### src/rtl/writeback_arbiter.sv
// Writeback arbiter: merges execute and load results onto a single register-file
// write port, with one holding buffer per source and fair contention handling.
module writeback_arbiter (
    input  logic        clk_in,
    input  logic        rst_in,
    input  logic        flush_in,
    input  logic        ex_valid,
    input  logic        ex_wen,
    input  logic [4:0]  ex_rd,
    input  logic [31:0] ex_data,
    output logic        ex_ready,
    input  logic        ld_valid,
    input  logic [4:0]  ld_rd,
    input  logic [31:0] ld_data,
    output logic        ld_ready,
    output logic        write_or_not,
    output logic [4:0]  writeaddr,
    output logic [31:0] writedata
);

    logic        ex_buf_valid;
    logic [4:0]  ex_buf_rd;
    logic [31:0] ex_buf_data;
    logic        ld_buf_valid;
    logic [4:0]  ld_buf_rd;
    logic [31:0] ld_buf_data;
    logic        last_grant_ld;

    logic        ex_in_ok;
    logic        ld_in_ok;
    logic        ex_cand;
    logic        ld_cand;
    logic [4:0]  ex_cand_rd;
    logic [31:0] ex_cand_data;
    logic [4:0]  ld_cand_rd;
    logic [31:0] ld_cand_data;
    logic        grant_ex;
    logic        grant_ld;
    logic        update_last;

    assign ex_ready = ~ex_buf_valid;
    assign ld_ready = ~ld_buf_valid;

    // Candidate selection and arbitration; entries that write nothing are dropped here
    always_comb begin
        ex_in_ok     = ex_valid & ~ex_buf_valid & ex_wen & (ex_rd != 5'd0) & ~flush_in;
        ld_in_ok     = ld_valid & ~ld_buf_valid & (ld_rd != 5'd0);
        ex_cand      = ~flush_in & (ex_buf_valid | ex_in_ok);
        ld_cand      = ld_buf_valid | ld_in_ok;
        ex_cand_rd   = ex_buf_valid ? ex_buf_rd   : ex_rd;
        ex_cand_data = ex_buf_valid ? ex_buf_data : ex_data;
        ld_cand_rd   = ld_buf_valid ? ld_buf_rd   : ld_rd;
        ld_cand_data = ld_buf_valid ? ld_buf_data : ld_data;
        grant_ex     = 1'b0;
        grant_ld     = 1'b0;
        update_last  = 1'b0;
        if (ex_cand && ld_cand) begin
            if (ex_cand_rd == ld_cand_rd) begin
                grant_ld = 1'b1;
            end else begin
                update_last = 1'b1;
                if (last_grant_ld) grant_ex = 1'b1;
                else               grant_ld = 1'b1;
            end
        end else begin
            grant_ex = ex_cand;
            grant_ld = ld_cand;
        end
    end

    always_ff @(posedge clk_in) begin
        if (rst_in) begin
            ex_buf_valid  <= 1'b0;
            ex_buf_rd     <= 5'd0;
            ex_buf_data   <= 32'd0;
            ld_buf_valid  <= 1'b0;
            ld_buf_rd     <= 5'd0;
            ld_buf_data   <= 32'd0;
            last_grant_ld <= 1'b0;
            write_or_not  <= 1'b0;
            writeaddr     <= 5'd0;
            writedata     <= 32'd0;
        end else begin
            if (update_last) last_grant_ld <= grant_ld;

            // A losing buffer simply keeps its contents
            if (flush_in) begin
                ex_buf_valid <= 1'b0;
            end else if (ex_buf_valid) begin
                if (grant_ex) ex_buf_valid <= 1'b0;
            end else if (ex_in_ok && !grant_ex) begin
                ex_buf_valid <= 1'b1;
                ex_buf_rd    <= ex_rd;
                ex_buf_data  <= ex_data;
            end

            if (ld_buf_valid) begin
                if (grant_ld) ld_buf_valid <= 1'b0;
            end else if (ld_in_ok && !grant_ld) begin
                ld_buf_valid <= 1'b1;
                ld_buf_rd    <= ld_rd;
                ld_buf_data  <= ld_data;
            end

            write_or_not <= grant_ex | grant_ld;
            if (grant_ld) begin
                writeaddr <= ld_cand_rd;
                writedata <= ld_cand_data;
            end else if (grant_ex) begin
                writeaddr <= ex_cand_rd;
                writedata <= ex_cand_data;
            end
        end
    end

endmodule

### config.mk
export PLATFORM = sky130hd
export DESIGN_NAME = writeback_arbiter
export DESIGN_NICKNAME = d
export VERILOG_FILES = /design/src/rtl/writeback_arbiter.sv
export SDC_FILE = /design/constraint.sdc
export NUM_CORES = 1
export LEC_CHECK = 0
export CAP_MARGIN = 10
export CORE_MARGIN = 2
export CORE_UTILIZATION = 50
export CTS_CLUSTER_SIZE = 25
export DETAILED_ROUTE_END_ITERATION = 8
export PLACE_DENSITY = 0.87
export SLEW_MARGIN = 20
export SYNTH_ARGS = -nofsm -noshare
export SYNTH_HDL_FRONTEND = slang
export SYNTH_SLANG_ARGS = --single-unit
### constraint.sdc
create_clock -name clk_in -period 3.1 [get_ports clk_in]
set_clock_uncertainty 0.1 [all_clocks]
set_input_delay 0.31 -clock clk_in [delete_from_list [all_inputs] [get_ports clk_in]]
set_output_delay 0.31 -clock clk_in [all_outputs]
set_load 0.01 [all_outputs]
==> run_results.csv <==
group,metric,value,unit
clocking,clock-sinks,115,
sta,finalHoldViolCount,0,
setup_path,start_kind,"register",
yosys,synth_edf_count,0,
clocking,clockRootBuffer,"clkbuf_16",
setup_path,criticalPathCategory,"register to register",
clocking,clock_path_buffers,2,
power,switching_power,0.874,mW
clocking,post_cts_buffers,0,
setup_path,endpoint_kind,"register",
clocking,cts_made_buffers,17,
placement,place_inst,803,
yosys,async_flop_share,0,
finish,most-common-layout-cells,"118 x clkdlybuf4s50_1, 113 x dfxtp_1, 79 x mux2i_1, 76 x nand2b_1",
sta,rsz0062_at_grt,"no",
yosys,syn-cell-area,5660,µm²
power,p_leak,2.45,nW
clocking,clkSlewWorstSetupHoldPaths,0.05,ns
sta,hold_ws,0.206,ns
clocking,postCtsHoldBufs,0,
sta,worstMarginPinSlew,0.760,ns
global_routing,grt_start_max_net_pins,99,
routing,wirelength,16300,µm
die,design.core.area,10900,µm²
finish,stdcell_count,827,
global_routing,grtUsageTotal,0.267,
power,p_clk_frac,0.448,
placement,dpl_worst_slack,0.207,ns
yosys,yosys_register_bits,115,
routing,ant_nets,0,
finish,design.final.nets,762,
sta,fin_tns_setup,0,ns
yosys,syn_nets,664,
routing,wl_per_cell,19.7,µm
die,io_pins,120,
setup_path,required,3.33,ns
routing,drc,0,
yosys,synth_flop_cell,"dfxtp_1",
power,vdd_drop_max,359,µV
finish,syn2layout_area_growth,31.2,%
yosys,synthCells,584,
clocking,cts.htree.levels,4,
job,maxCapViolCount,0,
sta,finalMaxSlewViolations,0,
die,fp.dieW,110,µm
yosys,netlist-cell-type-count,35,
setup_path,crit_start,"ld_buf_valid",
yosys,yosys_warnings,0,
die,rows,38,
routing,vias,5070,
routing,drt_first_pass_iters,5,
placement,gp_congestion,0.958,
power,p_comb_frac,0.132,
setup_path,arrival,2.89,ns
yosys,ys_seq_area_frac,0.407,
global_routing,antenna_found_initial,0,
setup_path,worstRegToRegCells,7,
placement,place_area,6940,µm²
die,start_util,0.518,
sta,max_slew_margin,0.493,
min_path,whs_path_depth,2,
global_routing,gr-total-overflow,0,
finish,fin_area,7430,µm²
routing,via_per_inst,6.13,
power,switching_share,0.234,
setup_path,r2r-start,"ld_buf_valid",
global_routing,grt_pass1_wl,26400,µm
sta,post-route-min-period,2.66,ns
placement,portBuffers,119,
die,die_y,110,µm
finish,layout_commonest_cell,"clkdlybuf4s50_1",
routing,drt_iter0_markers,370,
finish,drive_gt1_frac,0.124,
sta,setup_viol,0,
sta,timing.fmax,0.377,GHz
clocking,cts_tree,"yes",
min_path,hold_path_class,"input port to register",
yosys,syn_avg_cell_area,9.70,µm²
setup_path,path_max_fanout,23,
placement,hpwl,10600,µm
status,outcome,"complete, no violations",
min_path,hold_start,"rst_in",
power,pwr-share-seq,0.419,
sta,setup_ws,0.444,ns
global_routing,grt_pass1_vias,5235,
clocking,clkLatencyLatePin,0.41,ns
die,dieArea,12200,µm²
power,powerDensity,503,nW/µm²
power,p_int,2.86,mW
sta,final.period_utilization,0.857,
finish,antenna_cells,0,
clocking,ctsResizeCount,0,
## path summary, 6_finish.rpt
path,to,slack [ns]
setup / recovery,ex_buf_data[16],0.44
hold / removal,last_grant_ld,0.21
setup reg to reg,ex_buf_data[16],0.44
hold reg to reg,ex_buf_rd[3],0.37
## flip-flops by register name, indices dropped and copies added (netlist names)
signal         flops
ld_buf_rd          5
ex_buf_rd          5
ex_buf_data       32
last_grant_ld      1
write_or_not       1
ld_buf_valid       1
ex_buf_valid       1
ld_buf_data       32
writedata         32
writeaddr          5
## critical path, stage by stage (launching register included)
cell     delay (ns)
dfxtp_2        0.43
mux2i_1        0.37
xor2_1         0.16
nor4_4         0.44
a21o_1         0.20
and4_2         0.23
buf_4          0.39
mux2i_1        0.26
## layer usage
layer  share of wire  GRT usage  vias up
met5               0          0        -
met4           0.022      0.110        0
met3           0.076     0.0719       39
met2            0.50      0.449      266
met1            0.40      0.323     2422
li1                -          -     2343
## Yosys cell counts, types with 5 or more instances
| cell | n | area share |
|---|---|---|
| a211oi_1 | 33 | 0.044 |
| buf_2 | 15 | 0.013 |
| dfxtp_1 | 115 | 0.41 |
| o21ai_0 | 42 | 0.037 |
| a32o_1 | 5 | 0.0088 |
| mux2i_1 | 79 | 0.14 |
| clkbuf_1 | 36 | 0.024 |
| buf_6 | 5 | 0.0099 |
| mux2_2 | 32 | 0.064 |
| a21oi_1 | 38 | 0.034 |
| a221o_1 | 32 | 0.057 |
| nand3_1 | 42 | 0.037 |
| nand2b_1 | 76 | 0.084 |
## power groups by stage
stage	sequential, mW	combinational, mW	clock, mW
detailed placement	1.59	0.486	0
global placement	1.59	0.472	0
finish	1.57	0.495	1.67
floorplan	1.60	0.217	0
CTS	1.56	0.491	1.69
global route	1.57	0.524	1.75
## cell families after synthesis
kind of cell | share of synthesized area
and+or+nand+nor | 0.138
AOI/OAI and AO/OA | 0.190
muxes | 0.203
DFF | 0.407
buffers and inverters | 0.0530
xor gates and xnor gates | 0.00928
## area by class of cell
class | count | area [µm²]
Inverter | 3 | 11.3
Clock inverter | 1 | 5.00
Tap cell | 140 | 175
Clock buffer | 23 | 488
Fill cell | 809 | 3510
Sequential cell | 115 | 2300
Timing Repair Buffer | 139 | 1360
Multi-Input combinational cell | 406 | 3080
## through the flow
step	util	total power [mW]
after floorplan	-	1.82
after global placement	0.634	2.06
after detailed placement	0.634	2.08
after CTS	0.679	3.74
after global routing	0.679	3.85
final	0.679	3.74
(Power assumes the default switching activity.)
